$ cat src/rtl/dense_drv_pkg.sv
// Shared definitions for the dense-layer driver: FSM states, Q8.8 format
// constants shared with the dense layer, and index-width helpers.
package dense_drv_pkg;

    typedef enum logic [2:0] {
        IDLE  = 3'd0,
        ARM   = 3'd1,
        FEED  = 3'd2,
        WAIT  = 3'd3,
        DRAIN = 3'd4
    } drv_state_e;

    localparam int unsigned Q_WIDTH = 16;
    localparam int unsigned Q_FRAC  = 8;

    // Width needed to hold indices 0..n-1; never narrower than one bit.
    function automatic int unsigned idx_w(input int unsigned n);
        return (n > 1) ? $clog2(n) : 1;
    endfunction

endpackage

$ cat src/rtl/dense_out_buffer.sv
// OUT_SIZE x DATA_WIDTH result register file with a per-entry valid mask.
// Entries that were never written read back as zero.
module dense_out_buffer
    import dense_drv_pkg::*;
#(
    parameter  int unsigned OUT_SIZE   = 3,
    parameter  int unsigned DATA_WIDTH = Q_WIDTH,
    localparam int unsigned IW         = idx_w(OUT_SIZE)
) (
    input  logic                  clk,
    input  logic                  rst_n,
    input  logic                  wr_en_i,
    input  logic [IW-1:0]         wr_idx_i,
    input  logic [DATA_WIDTH-1:0] wr_data_i,
    input  logic                  clr_i,
    input  logic [IW-1:0]         rd_idx_i,
    output logic [DATA_WIDTH-1:0] rd_data_o,
    output logic                  full_o
);

    logic [DATA_WIDTH-1:0] mem_q [OUT_SIZE];
    logic [OUT_SIZE-1:0]   mask_q;
    logic [OUT_SIZE-1:0]   wr_onehot;

    always_comb begin
        wr_onehot = '0;
        if (wr_en_i) wr_onehot[wr_idx_i] = 1'b1;
    end

    // Full includes a write landing this cycle, so a result strobe that
    // coincides with layer_done still counts towards completeness.
    assign full_o    = &(mask_q | wr_onehot);
    assign rd_data_o = mask_q[rd_idx_i] ? mem_q[rd_idx_i] : '0;

    always_ff @(posedge clk or negedge rst_n) begin
        if (!rst_n) begin
            mask_q <= '0;
            for (int unsigned i = 0; i < OUT_SIZE; i++) mem_q[i] <= '0;
        end else begin
            if (clr_i)        mask_q <= '0;
            else if (wr_en_i) mask_q <= mask_q | wr_onehot;
            if (wr_en_i) mem_q[wr_idx_i] <= wr_data_i;
        end
    end

endmodule

$ cat src/rtl/dense_layer_driver.sv
// Initiator/collector for one sequential dense layer: streams an input vector
// into the layer, gathers indexed results, and streams the result vector out.
module dense_layer_driver
    import dense_drv_pkg::*;
#(
    parameter  int unsigned IN_SIZE        = 9,
    parameter  int unsigned OUT_SIZE       = 3,
    parameter  int unsigned DATA_WIDTH     = Q_WIDTH,
    parameter  int unsigned TIMEOUT_CYCLES = 1024,
    localparam int unsigned IDX_W          = idx_w(OUT_SIZE)
) (
    input  logic                  clk,
    input  logic                  rst_n,
    input  logic [DATA_WIDTH-1:0] s_data,
    input  logic                  s_valid,
    output logic                  s_ready,
    input  logic                  s_last,
    output logic [DATA_WIDTH-1:0] m_data,
    output logic                  m_valid,
    input  logic                  m_ready,
    output logic                  m_last,
    output logic                  layer_start,
    output logic [DATA_WIDTH-1:0] layer_data_in,
    output logic                  layer_data_valid,
    input  logic [DATA_WIDTH-1:0] layer_data_out,
    input  logic                  layer_data_out_valid,
    input  logic [IDX_W-1:0]      layer_out_idx,
    input  logic                  layer_done,
    input  logic                  layer_busy,
    input  logic                  err_clr,
    output logic                  err_framing,
    output logic                  err_index,
    output logic                  err_timeout
);

    localparam int unsigned CW = idx_w(IN_SIZE);
    localparam int unsigned TW = idx_w(TIMEOUT_CYCLES);

    localparam logic [CW-1:0]  IN_LAST = CW'(IN_SIZE - 1);
    localparam logic [TW-1:0]  TO_LAST = TW'(TIMEOUT_CYCLES - 1);
    localparam logic [IDX_W-1:0] RD_LAST = IDX_W'(OUT_SIZE - 1);
    localparam logic [IDX_W:0] OUT_LIM = (IDX_W + 1)'(OUT_SIZE);

    drv_state_e       state_q, state_d;
    logic [CW-1:0]    in_cnt_q, in_cnt_d;
    logic [TW-1:0]    tmo_q, tmo_d;
    logic [IDX_W-1:0] rd_idx_q, rd_idx_d;
    logic             start_q, start_d;
    logic             err_framing_q, err_index_q, err_timeout_q;
    logic             frm_set, idx_set, tmo_set;
    logic             buf_clr, buf_wr, buf_full, idx_ok;
    logic [DATA_WIDTH-1:0] buf_rd_data;

    assign idx_ok = ({1'b0, layer_out_idx} < OUT_LIM);
    assign buf_wr = (state_q == WAIT) && layer_data_out_valid && idx_ok;

    dense_out_buffer #(
        .OUT_SIZE   (OUT_SIZE),
        .DATA_WIDTH (DATA_WIDTH)
    ) u_buf (
        .clk       (clk),
        .rst_n     (rst_n),
        .wr_en_i   (buf_wr),
        .wr_idx_i  (layer_out_idx),
        .wr_data_i (layer_data_out),
        .clr_i     (buf_clr),
        .rd_idx_i  (rd_idx_q),
        .rd_data_o (buf_rd_data),
        .full_o    (buf_full)
    );

    always_comb begin
        state_d          = state_q;
        in_cnt_d         = in_cnt_q;
        tmo_d            = tmo_q;
        rd_idx_d         = rd_idx_q;
        start_d          = 1'b0;
        frm_set          = 1'b0;
        idx_set          = 1'b0;
        tmo_set          = 1'b0;
        buf_clr          = 1'b0;
        s_ready          = 1'b0;
        m_valid          = 1'b0;
        layer_data_in    = '0;
        layer_data_valid = 1'b0;
        unique case (state_q)
            IDLE: begin
                if (s_valid && !layer_busy) begin
                    start_d = 1'b1;
                    state_d = ARM;
                end
            end
            ARM: begin
                in_cnt_d = '0;
                state_d  = FEED;
            end
            FEED: begin
                s_ready          = 1'b1;
                layer_data_in    = s_data;
                layer_data_valid = s_valid;
                if (s_valid) begin
                    if (in_cnt_q == IN_LAST) begin
                        frm_set  = !s_last;
                        in_cnt_d = '0;
                        tmo_d    = '0;
                        state_d  = WAIT;
                    end else begin
                        frm_set  = s_last;
                        in_cnt_d = in_cnt_q + 1'b1;
                    end
                end
            end
            WAIT: begin
                if (layer_data_out_valid && !idx_ok) idx_set = 1'b1;
                if (layer_done) begin
                    if (!buf_full) idx_set = 1'b1;
                    rd_idx_d = '0;
                    state_d  = DRAIN;
                end else if (tmo_q == TO_LAST) begin
                    tmo_set = 1'b1;
                    buf_clr = 1'b1;
                    state_d = IDLE;
                end else begin
                    tmo_d = tmo_q + 1'b1;
                end
            end
            DRAIN: begin
                m_valid = 1'b1;
                if (m_ready) begin
                    if (rd_idx_q == RD_LAST) begin
                        buf_clr  = 1'b1;
                        rd_idx_d = '0;
                        state_d  = IDLE;
                    end else begin
                        rd_idx_d = rd_idx_q + 1'b1;
                    end
                end
            end
            default: state_d = IDLE;
        endcase
    end

    assign m_data      = m_valid ? buf_rd_data : '0;
    assign m_last      = m_valid && (rd_idx_q == RD_LAST);
    assign layer_start = start_q;
    assign err_framing = err_framing_q;
    assign err_index   = err_index_q;
    assign err_timeout = err_timeout_q;

    // A same-cycle error set overrides err_clr.
    always_ff @(posedge clk or negedge rst_n) begin
        if (!rst_n) begin
            state_q       <= IDLE;
            in_cnt_q      <= '0;
            tmo_q         <= '0;
            rd_idx_q      <= '0;
            start_q       <= 1'b0;
            err_framing_q <= 1'b0;
            err_index_q   <= 1'b0;
            err_timeout_q <= 1'b0;
        end else begin
            state_q       <= state_d;
            in_cnt_q      <= in_cnt_d;
            tmo_q         <= tmo_d;
            rd_idx_q      <= rd_idx_d;
            start_q       <= start_d;
            err_framing_q <= (err_framing_q & ~err_clr) | frm_set;
            err_index_q   <= (err_index_q & ~err_clr) | idx_set;
            err_timeout_q <= (err_timeout_q & ~err_clr) | tmo_set;
        end
    end

endmodule
$ cat config.mk
export PLATFORM = sky130hd
export DESIGN_NAME = dense_layer_driver
export DESIGN_NICKNAME = d
export VERILOG_FILES = /design/src/rtl/dense_drv_pkg.sv /design/src/rtl/dense_out_buffer.sv /design/src/rtl/dense_layer_driver.sv
export SDC_FILE = /design/constraint.sdc
export NUM_CORES = 1
export LEC_CHECK = 0
export ABC_AREA = 1
export BUFFER_PORTS_ARGS = -buffer_cell sky130_fd_sc_hd__buf_2
export CORE_MARGIN = 2
export CORE_UTILIZATION = 35
export DETAILED_ROUTE_END_ITERATION = 7
export HOLD_SLACK_MARGIN = 0.15
export MAX_ROUTING_LAYER = met4
export PLACE_DENSITY_LB_ADDON = 0.2
export SETUP_SLACK_MARGIN = 0.2
export SLEW_MARGIN = 20
export SYNTH_ARGS = -nofsm -noshare
export SYNTH_HDL_FRONTEND = slang
export SYNTH_SLANG_ARGS = --single-unit
$ cat constraint.sdc
create_clock -name clk -period 1.7 [get_ports clk]
set_input_delay 0.255 -clock clk [delete_from_list [all_inputs] [get_ports clk]]
set_output_delay 0.255 -clock clk [all_outputs]
set_load 0.03 [all_outputs]
; Word level (Yosys, flattened, before mapping)
; Cells that the tools add are included.
[classes]
addsub = 3
mul = 0
div = 0
magnitude_cmp = 7
eq_ne = 16
shifts = 0
muxes = 54
n_bitwise = 10
reduce_logical = 20
[ops]
columns = operator, count
row1 = $mux 16, 6
row2 = $bwmux 48, 1
row3 = $mux 10, 4
row4 = $bmux 16 s2, 1
row5 = $demux 16 s2, 1
row6 = $mux 3, 10
row7 = $pmux 10 s2, 1
row8 = $mux 1, 19
row9 = $ne 2x2->1 const B, 8
row10 = $pmux 3 s5, 1
row11 = $add 10x1->10 const B, 1
row12 = $eq 10x10->1 const B, 1
row13 = $mux 4, 2
row14 = $pmux 4 s2, 1
row15 = $reduce_bool 2->1, 4
row16 = $logic_and 1x1->1, 7
row17 = $eq 3x2->1 const B, 2
row18 = $ge 3x3->1 const B, 2
row19 = $lt 2x3->1 const B, 2
row20 = $mux 2, 3
row21 = $not 2->3, 2
row22 = $reduce_and 3->1, 2
row23 = $reduce_and 6->1, 1
row24 = $reduce_and 5->1, 1
row25 = 21 further kinds, 27
[word_totals]
reg_bits = 74
latch_bits = 0
mem_bits_rw = 0
romBits = 0
in_bits = 43
n_memories = 0

; Depth between registers and ports, before layout
; Gate-level depths: netlist (run 1).
[depth]
depth_word = 11
mapped_depth = 9

; Modules after synthesis
; A second synthesis (run 1) with hierarchy kept.
[hier_totals]
hier_cells = 608
area_unflattened_um2 = 4226.6
[by_module_without_submodules]
columns = module, n_inst, cells_per_inst, area_each_um2, seq_area_each_um2
row1 = dense_out_buffer, 1, 346, 2542.4, 1276.2
row2 = dense_layer_driver, 1, 262, 1684.1, 575.6

; Least setup slack after synthesis (run 1)
; Ideal clock, no wire load.
[synth_timing]
path_kind = reg-to-output
start = reg state_q[1]
end = out m_data[10]
arrival_time_ps = 1674
setup_slack_ps = -229
stages_incl_launch_ff = 7
path_buffers = 1
cell_sequence = dfrtp_1 > inv_1 > nand3_1 > inv_1 > nand2_2 > buf_4 > nor2_1
[synth_via]
elab_chain_cells = 3
[synth_lines]
columns = item, line_no
row1 = from (decl), dense_layer_driver.sv:44  ; drv_state_e state_q, state_d;
row2 = from (signal assigned), dense_layer_driver.sv:162  ; state_q <= state_d;
row3 = $eq 3x3->1, dense_layer_driver.sv:86  ; unique case (state_q)
row4 = $mux 1, dense_layer_driver.sv:86
row5 = named net m_valid, dense_layer_driver.sv:19  ; output logic m_valid,
row6 = $mux 16, dense_layer_driver.sv:143  ; assign m_data = m_valid ? buf_rd_data : '0;
row7 = to (decl), dense_layer_driver.sv:18  ; output logic [DATA_WIDTH-1:0] m_data,
; The timed path passes the listed nets, and every way through them passes these cells.

; Worst setup path after layout (run 1)
[layout_timing]
start = reg rd_idx_q[1]
end = out m_data[14]
[layout_via]
elab_chain_cells = 6
word_cells_on_any_way = 8
[layout_lines]
columns = item, line_no
row1 = from (decl), dense_layer_driver.sv:47  ; logic [IDX_W-1:0] rd_idx_q, rd_idx_d;
row2 = from (signal assigned), dense_layer_driver.sv:165  ; rd_idx_q <= rd_idx_d;
row3 = $not 2->3 (not written as such), dense_out_buffer.sv:33  ; assign rd_data_o = mask_q[rd_idx_i] ? mem_q[rd_idx_i] : '0;
row4 = $bmux 16 s2, dense_out_buffer.sv:33
row5 = $mux 16 (not written as such) (2 in series), dense_out_buffer.sv:33
row6 = $mux 16 (*), dense_out_buffer.sv:33
row7 = $mux 16 (*), dense_layer_driver.sv:143
; Mark *: on every way between the ends. The rest lies on a longest branch, timed or not. The select of a mux whose other input is x is not followed.

==> out/metrics.csv, run 1 <==
stage,metric,value,unit
status,outcome,"finished, violations left",
final_layout,fin_util,55.1,%
clock_network,cts.sinks,74,
sta,skew,0.00311,ns
global_routing,first_global_vias,3469,
sta,rsz0062_at_grt,yes,
global_routing,grt_antenna_before_repair,0,
global_routing,grt_remaining_overflow,0,
clock_network,clk_latency,0.34,ns
logic_synthesis,syn_avg_cell_area,7.85,sq um
sta,worstMarginPinSlew,0.431,ns
detailed_routing,detail-route-antenna-nets,0,
die,die_y,109,microns
placement,io_buffers,82,
logic_synthesis,synth.cell_area,0.00385,sq mm
status,violations,negative setup slack,
sta,max_slew_margin,71.3,%
sta,max_freq,497,MHz
sta,drv_slew,0,
logic_synthesis,ys.warnings.count,0,
placement,placed_area,0.00485,sq mm
sta,setup_viol,37,
power_and_ir_drop,vdd.ir_drop.worst,0.832,mV
die,die_w,109,microns
final_layout,syn_to_final_growth,54.7,%
die,core_region_area,0.0108,sq mm
clock_network,clkTransAtPathRegs,0.08,ns
logic_synthesis,ys_seq_area_share,48.1,%
detailed_routing,drt-wirelength-per-cell,13.7,microns
clock_network,cts_buffers,9,
sta,period_share,118,%
logic_synthesis,netlist_instances,490,
sta,min_period,2.01,ns
final_layout,num_antenna_cells,0,
die,start_util,35.6,%
logic_synthesis,ys_ff_latch,74,
final_layout,fin_area,0.00595,sq mm
global_routing,grt_max_degree,75,
critical_path,worst-setup-path-type,reg2out,
detailed_routing,drt-total-wl,10.5,mm
detailed_routing,vias,3590,
critical_path,crit_chain,"inv_2, nand2_2, inv_1, buf_12, a221oi_4, buf_4, nor2_4, buf_4",
sta,setup_tns,-7.64,ns
clock_network,clock_path_buffers,2,
logic_synthesis,synth_cell_types,39,
global_routing,grtUsageTotal,18.7,%
sta,finalHoldViolCount,0,
die,die-area,0.0118,sq mm
critical_path,critical_path_required,1.44,ns
final_layout,drive_gt1_share,40.2,%
critical_path,path_common_cell,buf_4,
critical_path,startpoint_type,register,
critical_path,cp_max_fo,14,
clock_network,htree_levels,3,
power_and_ir_drop,p_leak,2.85,nW
power_and_ir_drop,power.density,1560,mW/mm^2
clock_network,clockRootBuffer,clkbuf_8,
hold_path,hold_class,in2reg,
critical_path,setup.worst_path.end_class,output pin,
critical_path,cp.arrival,1.76,ns
die,ios,83,
logic_synthesis,synthesis.nets,536,
final_layout,final_nets,665,
power_and_ir_drop,power,9.26,mW
detailed_routing,drc,0,
die,rows,38,
placement,globalplace.congestion,0.822,
critical_path,crit_slowest_cell,dfrtp_2,
global_routing,grt_pass1_wl,16.9,mm
clock_network,cts_tree,built,
placement,dp_hpwl,6.59,mm
detailed_routing,dr.first_iter.drc_count,222,
sta,fin_ws,-0.311,ns
detailed_routing,drt_first_pass_iters,4,
job,cap_viol_max_count,0,
detailed_routing,routed_via_density,4.70,
critical_path,cpPeakStageDelay,0.43,ns
Yosys cell counts:
cell,instances,area share [%]
nand3_1,17,2.2
nand2_1,118,12
a21oi_2,1,0.23
nor2_1,72,7.0
o21ai_0,5,0.65
inv_1,79,7.7
nand2_2,6,0.98
and2_1,1,0.16
o21ai_4,1,0.42
o221ai_1,1,0.23
clkinv_1,1,0.097
nor2_8,1,0.52
a221oi_1,16,3.6
xnor2_1,1,0.23
nand3_2,2,0.52
buf_4,1,0.20
nor2_2,2,0.33
nand3_4,1,0.46
clkbuf_1,1,0.097
nor3_1,2,0.26
clkinv_2,1,0.13
nand4_4,1,0.55
xor2_1,1,0.23
a22oi_1,1,0.20
buf_2,7,0.91
nor3b_1,1,0.20
o21ai_1,49,6.4
o21a_1,1,0.20
nand4_1,1,0.16
dfrtp_1,74,48
a31oi_1,2,0.33
inv_2,1,0.097
nand2_4,3,0.88
o22ai_1,2,0.33
or2_2,1,0.16
ha_1,3,0.98
nor2_4,1,0.29
a21oi_1,5,0.65
buf_6,6,1.8
final timing paths:
path | start | to | slack [ns] | depth (start not counted)
hold reg to reg | u_buf.mem_q[3] | u_buf.mem_q[3] | 0.49 | 2
setup reg to reg | state_q[0] | in_cnt_q[0] | -0.03 | 10
setup / recovery | rd_idx_q[1] | m_data[14] | -0.31 | 8
max in group asynchronous | rst_n | in_cnt_q[0] | 0.89 | 3
hold / removal | layer_out_idx[0] | err_index | 0.18 | 3
min in group asynchronous | rst_n | tmo_q[5] | 0.45 | 3
final cells by class:
class,instances,area [sq um]
well taps,140,175
inverters,82,320
flip-flops and latches,74,1860
multi-input cells,319,2140
repair buffers,133,1240
fillers,979,4840
clock buffers,13,169
clock inverters,3,46.3
what timing repair did:
item / in CTS / in global routing
pin swaps: 12 / 19
gates cloned: 2 / 1
hold buffers: 2 / 0
setup endpoints to repair: 47 / 81
gates resized for setup: 103 / 52
buffers inserted: 8 / 14
hold endpoints to repair: 75 / 0
kinds of logic (layout without fill, tap and decap cells):
logic type      count (synthesis)  count (layout)  share of synthesized area [%]
flops                          74              74                           48.1
compound gates                 84              84                           13.2
simple gates                  230             230                           26.2
buf+inv                        97             231                           11.0
fa+ha+maj                       3               3                          0.976
xor+xnor                        2               2                          0.455
layer usage:
metal	part of all wire (%)	track usage (%)	routed length, microns	up-vias
met4	1.1	4.40	116	0
met3	5.5	3.23	576	8
li1	-	-	-	1804
met1	45	25.3	4700	1677
met2	49	29.4	5100	101
met5	0	-	0	-
registers in the layout, indices dropped and copies added (netlist names):
name,count
err_framing,1
err_index,1
err_timeout,1
in_cnt_q,4
layer_start,1
rd_idx_q,2
state_q,3
tmo_q,10
u_buf.mask_q,3
u_buf.mem_q,48
worst max-delay path: cells and delay by family, from the launching register on:
family,cells,cell delay [ns]
buffers and inverters,5,0.62
DFF,1,0.43
AOI/OAI and AO/OA,1,0.22
and+or+nand+nor,2,0.14
placed cells by master (no fill, tap or decap), types with 15 or more instances in the layout:
master	instances
nand2_1	100
inv_1	74
dfrtp_1	71
o21ai_1	46
buf_2	46
buf_6	45
nor2_1	38
nor2_4	33
buf_4	27
nand2_2	16
nand3_1	15
report_power, final:
part | switching [mW] | internal, mW | leakage (nW)
logic | 2.58 | 2.32 | 1.79
clock network | 0.687 | 0.803 | 0.106
registers | 0.493 | 2.37 | 0.960
stage by stage:
step | setup WS (ns) | cells | hold slack (ns)
2_1_floorplan | 0.147 | 490 | -0.0406
3_3_place_gp | -0.0810 | 721 | 0.324
3_5_place_dp | -0.107 | 721 | 0.327
4_1_cts | -0.316 | 749 | 0.162
5_1_grt | -0.392 | 764 | 0.161
6_report | -0.311 | 764 | 0.182
Note: power is estimated with default switching activity, not from simulation.
==> run 2, diff against run 1 <==
CORE_ASPECT_RATIO = 0.6   (was not set)
CORE_UTILIZATION = 25   (was 35)
==> run 2 against run 1 <==
The flow still finishes with violations (negative setup slack). Die area grew 39%. Fmax rose by 4.4%. Design area is 12% higher. Critical path type unchanged. Highest routed layer unchanged.
==> out/metrics.csv, run 2 (synthesis gave the netlist of run 1 again) <==
stage,metric,value,unit,change
power_and_ir_drop,vdd.ir_drop.worst,0.579,mV,was 0.832 mV
die,die_y,100,microns,was 109 microns
detailed_routing,drt_first_pass_iters,4,,unchanged
critical_path,r2r_cells,9,,was 10
power_and_ir_drop,power,10.3,mW,was 9.26 mW
detailed_routing,drc,0,,unchanged
final_layout,layout_common_cells,"69 x inv_1, 69 x dfrtp_1, 58 x nand2_1",,"was 100 x nand2_1, 74 x inv_1, 71 x dfrtp_1"
placement,placed_area,0.00492,sq mm,was 0.00485 sq mm
global_routing,grt_max_degree,47,,was 75
detailed_routing,detail-route-antenna-nets,0,,unchanged
critical_path,worst-setup-path-type,reg2out,,unchanged
placement,io_buffers,82,,unchanged
clock_network,clkTransAtPathRegs,0.06,ns,was 0.08 ns
final_layout,fillers,1461,,was 979
status,violations,negative setup slack,,unchanged
die,start_util,25.3,%,was 35.6%
sta,period_share,113,%,was 118%
clock_network,htree_levels,3,,unchanged
hold_path,hold_path_depth,3,,unchanged
detailed_routing,routed_via_density,4.39,,was 4.70
detailed_routing,dr.first_iter.drc_count,153,,was 222
job,cap_viol_max_count,0,,unchanged
critical_path,cpPeakStageDelay,0.42,ns,was 0.43 ns
critical_path,cp.arrival,1.67,ns,was 1.76 ns
sta,setup_viol,25,,was 37
critical_path,startpoint_type,register,,unchanged
critical_path,crit_chain,"inv_2, nand2_4, inv_4, buf_12, a221oi_2, nor2_4, buf_6",,"was inv_2, nand2_2, inv_1, buf_12, a221oi_4, buf_4, nor2_4, buf_4"
sta,max_slew_margin,73.5,%,was 71.3%
global_routing,grtUsageTotal,14.8,%,was 18.7%
die,core_region_area,0.0152,sq mm,was 0.0108 sq mm
clock_network,clock_path_buffers,2,,unchanged
critical_path,critical_path_required,1.44,ns,about the same
sta,min_period,1.93,ns,was 2.01 ns
hold_path,hold_class,in2reg,,unchanged
critical_path,crit_slowest_cell,dfrtp_2,,unchanged
die,die_w,164,microns,was 109 microns
placement,dp_hpwl,7.76,mm,was 6.59 mm
final_layout,top_register,u_buf.mem_q,,unchanged
sta,worstMarginPinSlew,0.398,ns,was 0.431 ns
status,outcome,"finished, violations left",,unchanged
die,ios,83,,unchanged
sta,whs,0.188,ns,was 0.182 ns
final_layout,instances_no_fill,832,,was 764
global_routing,grt_pass1_wl,18.5,mm,was 16.9 mm
power_and_ir_drop,power.density,1540,mW/mm^2,was 1560 mW/mm^2
die,die-area,0.0164,sq mm,was 0.0118 sq mm
detailed_routing,vias,3655,,was 3590
sta,fin_ws,-0.227,ns,was -0.311 ns
detailed_routing,drt-total-wl,11.9,mm,was 10.5 mm
clock_network,cts_buffers,9,,unchanged
placement,place_inst,784,,was 721
sta,rsz0062_at_grt,yes,,unchanged
placement,globalplace.congestion,0.845,,was 0.822
global_routing,grt_antenna_before_repair,3,,was 0
final_layout,reg.largest.list,"u_buf.mem_q: 48 flops, tmo_q: 10 flops, in_cnt_q: 4 flops",,unchanged
final_layout,drive_gt1_share,54.3,%,was 40.2%
clock_network,clk_latency,0.33,ns,was 0.34 ns
sta,max_freq,519,MHz,was 497 MHz
clock_network,clockRootBuffer,clkbuf_16,,was clkbuf_8
clock_network,cts.sinks,74,,unchanged
sta,drv_slew,0,,unchanged
placement,place_ws,-0.0178,ns,was -0.107 ns
die,rows,35,,was 38
clock_network,cts_tree,built,,unchanged
power_and_ir_drop,p_leak,3.02,nW,was 2.85 nW
global_routing,first_global_vias,3561,,was 3469
sta,finalHoldViolCount,0,,unchanged
detailed_routing,drt-wirelength-per-cell,14.3,microns,was 13.7 microns
final_layout,largest_reg_flops,48,,unchanged
global_routing,grt_remaining_overflow,0,,unchanged
critical_path,setup.worst_path.end_class,output pin,,unchanged
final_layout,syn_to_final_growth,72.9,%,was 54.7%
sta,skew,0.00778,ns,was 0.00311 ns
critical_path,cp_max_fo,7,,was 14
final_layout,final_nets,667,,was 665
final_layout,fin_area,0.00665,sq mm,was 0.00595 sq mm
-- run 2: where the power goes --
group          total (mW)  internal [mW]  switching, mW  leakage (nW)
Clock                1.83           1.07          0.761         0.130
Sequential           3.00           2.38          0.621         0.957
Combinational        5.42           2.56           2.87          1.93
-- run 2: worst max-delay path: cells and delay by family (launching register included) --
kind,cells,cell delay (ns)
compound gates,1,0.34
buf+inv,4,0.42
simple gates,2,0.15
flops,1,0.42
-- run 2: timing repair --
item	CTS	global route
endpoints found under the setup margin	46	98
hold buffers	1	0
cloned	2	5
pin swaps	11	53
setup buffers	8	13
hold endpoints to repair	13	0
gates resized for setup	123	165
-- run 2: path summary, 6_finish.rpt --
kind | slack, ns | end | from
worst max-delay path | -0.23 | m_data[0] | rd_idx_q[1]
worst min register to register | 0.49 | u_buf.mem_q[22] | u_buf.mem_q[22]
worst max register to register | 0.10 | in_cnt_q[2] | state_q[0]
min in group asynchronous | 0.38 | u_buf.mem_q[40] | rst_n
max in group asynchronous | 0.73 | rd_idx_q[1] | rst_n
worst min-delay path | 0.19 | err_index | layer_out_idx[0]
-- run 2: stage by stage --
stage          setup TNS [ns]  util (%)
3_3_place_gp                0      32.4
6_report                -3.95      43.8
2_1_floorplan               0         -
3_5_place_dp          -0.0178      32.4
4_1_cts                 -4.24      38.2
5_1_grt                 -6.22      43.8
-- run 2: layout make-up --
cell class,instances,area (sq um),area share (%)
multi-input combinational,320,2590,39.0
sequential,74,1860,27.9
timing repair buffer,134,1320,19.9
inverter,82,325,4.89
tap,203,254,3.82
clock buffer,11,253,3.80
clock inverter,5,38.8,0.583
antenna,3,7.51,0.113
-- run 2: per-layer routing --
layer / wire length, microns / part of all wire, % / global-route usage [%] / vias up
li1: - / - / - / 1831
met1: 5890 / 50 / 20.5 / 1768
met2: 5400 / 46 / 21.7 / 45
met3: 471 / 4.0 / 4.09 / 11
met4: 97 / 0.82 / 3.17 / 0
met5: 0 / 0 / - / -
==> run 3, diff against run 2 <==
CELL_PAD_IN_SITES_DETAIL_PLACEMENT = 1   (was not set)
CELL_PAD_IN_SITES_GLOBAL_PLACEMENT = 1   (was not set)
==> run 3 against run 2 <==
The flow still finishes with violations (negative setup slack). Clock skew down 0.0012 ns. Core utilization increased by 1.1 points. Sequential share of layout area down 0.66 points. Fmax decreased by 3.9%. Combinational power is 4.8% higher. Design area grew 2.4%. Via count up 5.0%. Total power rose by 8.0%. Wire length increased by 22%. Worst setup slack got worse by 0.078 ns. Global-route usage rose by 2.3 points. Largest cell class unchanged. Highest routed layer unchanged.
==> out/metrics.csv, run 3 (synthesis gave the netlist of run 1 again) <==
stage,metric,value,unit,change
clock_network,cts_tree,built,,unchanged
critical_path,cp.arrival,1.75,ns,was 1.67 ns
critical_path,setup.worst_path.end_class,output pin,,unchanged
sta,max_freq,499,MHz,was 519 MHz
clock_network,cts_buffers,9,,unchanged
hold_path,hold_path_depth,3,,unchanged
critical_path,cp_max_fo,7,,unchanged
power_and_ir_drop,power.density,1630,mW/mm^2,was 1540 mW/mm^2
detailed_routing,drt_first_pass_iters,4,,unchanged
status,outcome,"finished, violations left",,unchanged
final_layout,fin_util,44.8,%,was 43.8%
global_routing,grt_remaining_overflow,0,,unchanged
detailed_routing,drc,0,,unchanged
power_and_ir_drop,power.clock.fraction,22.0,%,was 17.9%
sta,skew,0.00657,ns,was 0.00778 ns
power_and_ir_drop,power,11.1,mW,was 10.3 mW
detailed_routing,drt-total-wl,14.5,mm,was 11.9 mm
die,core_region_area,0.0152,sq mm,unchanged
hold_path,hp-start,layer_busy,,was layer_out_idx[0]
power_and_ir_drop,sw_frac_of_total,39.6,%,was 41.5%
global_routing,first_global_vias,3943,,was 3561
sta,period_share,118,%,was 113%
sta,max_slew_margin,40.7,%,was 73.5%
placement,dp_hpwl,8.71,mm,was 7.76 mm
critical_path,r2r-start,state_q[0],,unchanged
sta,rsz0062_at_grt,yes,,unchanged
sta,fin_ws,-0.306,ns,was -0.227 ns
critical_path,critical_path_required,1.44,ns,about the same
sta,finalHoldViolCount,0,,unchanged
final_layout,reg.largest.list,"u_buf.mem_q: 48 flops, tmo_q: 10 flops, in_cnt_q: 4 flops",,unchanged
final_layout,top_register,u_buf.mem_q,,unchanged
power_and_ir_drop,p_leak,3.15,nW,was 3.02 nW
placement,globalplace.congestion,0.744,,was 0.845
global_routing,grt_max_degree,75,,was 47
power_and_ir_drop,p_switching,4.38,mW,was 4.25 mW
sta,min_period,2.01,ns,was 1.93 ns
final_layout,syn_to_final_growth,77.0,%,was 72.9%
detailed_routing,routed_via_density,4.50,,was 4.39
clock_network,clkTransAtPathRegs,0.06,ns,about the same
detailed_routing,detail-route-antenna-nets,0,,unchanged
power_and_ir_drop,internal-power,6.69,mW,was 6.00 mW
critical_path,ff2ff_setup_slack,-0.11,ns,was 0.10 ns
power_and_ir_drop,vdd.ir_drop.worst,0.709,mV,was 0.579 mV
global_routing,grtUsageTotal,17.2,%,was 14.8%
final_layout,final_common_cell,nand2_1,,
detailed_routing,vias,3838,,was 3655
detailed_routing,dr.first_iter.drc_count,167,,was 153
die,die_w,164,microns,unchanged
final_layout,layout_common_cells,"75 x nand2_1, 69 x inv_1, 69 x dfrtp_1",,"was 69 x inv_1, 69 x dfrtp_1, 58 x nand2_1"
die,rows,35,,unchanged
clock_network,clock_path_buffers,2,,unchanged
clock_network,clk_latency,0.34,ns,was 0.33 ns
sta,drv_slew,0,,unchanged
die,die-area,0.0164,sq mm,unchanged
job,cap_viol_max_count,0,,unchanged
critical_path,worst-setup-path-type,reg2out,,unchanged
clock_network,cts.sinks,74,,unchanged
sta,setup_viol,57,,was 25
critical_path,startpoint_type,register,,unchanged
final_layout,final_nets,690,,was 667
global_routing,grt_antenna_before_repair,1,,was 3
sta,worstMarginPinSlew,0.886,ns,was 0.398 ns
power_and_ir_drop,pwr-share-seq,26.6,%,was 29.2%
hold_path,hold_end,layer_start,,was err_index
final_layout,drive_gt1_share,51.5,%,was 54.3%
global_routing,grt_pass1_wl,21.0,mm,was 18.5 mm
clock_network,clockRootBuffer,clkbuf_16,,unchanged
status,violations,negative setup slack,,unchanged
detailed_routing,drt-wirelength-per-cell,17.0,microns,was 14.3 microns
placement,io_buffers,82,,unchanged
power_and_ir_drop,p_comb_share,51.4,%,was 52.9%
sta,setup_tns,-7.78,ns,was -3.95 ns
critical_path,r2r_cells,12,,was 9
die,ios,83,,unchanged
critical_path,startpoint,rd_idx_q[0],,was rd_idx_q[1]
critical_path,r2r-end,tmo_q[9],,was in_cnt_q[2]
clock_network,htree_levels,3,,unchanged
die,die_y,100,microns,unchanged
final_layout,largest_reg_flops,48,,unchanged
die,start_util,25.3,%,unchanged
hold_path,hold_class,in2reg,,unchanged
-- run 3: changes by cell type in the layout (fill, tap and decap cells not counted), moves of 3 or more --
cell	delta
nand2_4	-18
nand2_1	+17
o21ai_1	+17
o21ai_2	-16
buf_4	+10
buf_6	+7
buf_8	+5
bufinv_16	+4
a221oi_2	-3
clkinvlp_4	-3
nor2_1	-3
-- run 3: metrics by stage --
| step | worst slack (ns) | instances | hold slack, ns | cell area (sq um) |
|---|---|---|---|---|
| after floorplan | 0.147 | 490 | -0.0406 | 4100 |
| after global placement | -0.00311 | 790 | 0.331 | 4920 |
| after detailed placement | 0.00753 | 790 | 0.322 | 4920 |
| after CTS | -0.273 | 824 | 0.183 | 6020 |
| after global routing | -0.362 | 853 | 0.186 | 6810 |
| final | -0.306 | 853 | 0.181 | 6810 |
-- run 3: final cells by class --
class	count	area, sq um
antenna	1	2.50
inverter	82	325
fill	1717	8380
timing repair buffer	156	1550
multi-input combinational	321	2450
clock inverter	6	136
sequential	74	1860
clock buffer	10	239
tap	203	254
-- run 3: power groups by stage --
stage	Combinational, mW	Clock [mW]	Sequential (mW)
after floorplan	2.32	0	2.74
after global placement	3.45	0	2.75
after detailed placement	3.52	0	2.78
after CTS	4.61	2.46	2.81
after global routing	6.09	2.55	3.02
final	5.68	2.44	2.95
-- run 3: timing repair --
item | 4_1_cts | 5_1_grt
endpoints found under the hold margin | 74 | 0
cloned | 3 | 6
setup endpoints to repair | 54 | 106
resized for setup | 131 | 127
setup buffers | 14 | 22
pin swaps | 13 | 24
hold buffers | 1 | 0
-- run 3: worst max-delay path, cell delays in order (launching register included) --
cell and delay, ns:
dfrtp_2 0.45, inv_2 0.10, nand2_4 0.09, buf_12 0.16, nor2_1 0.17, a221oi_2 0.06
buf_4 0.14, nor2_4 0.09, buf_6 0.13
-- run 3: worst max-delay path by stage --
| stage | slack (ns) | to | cells after the start |
|---|---|---|---|
| after floorplan | 0.15 | m_data[10] | 6 |
| after global placement | -0.003 | m_data[6] | 7 |
| after detailed placement | 0.008 | m_data[9] | 8 |
| after CTS | -0.27 | m_data[15] | 7 |
| after global routing | -0.36 | m_data[6] | 7 |
| final | -0.31 | m_data[8] | 8 |
-- run 3: routing by layer --
metal  global-route usage [%]  up-vias  routed length (microns)
met4                     3.37        0                      138
met2                     26.8       55                     7050
met5                        -        -                        0
met1                     23.3     1909                     6900
li1                         -     1860                        -
met3                     3.51       14                      428
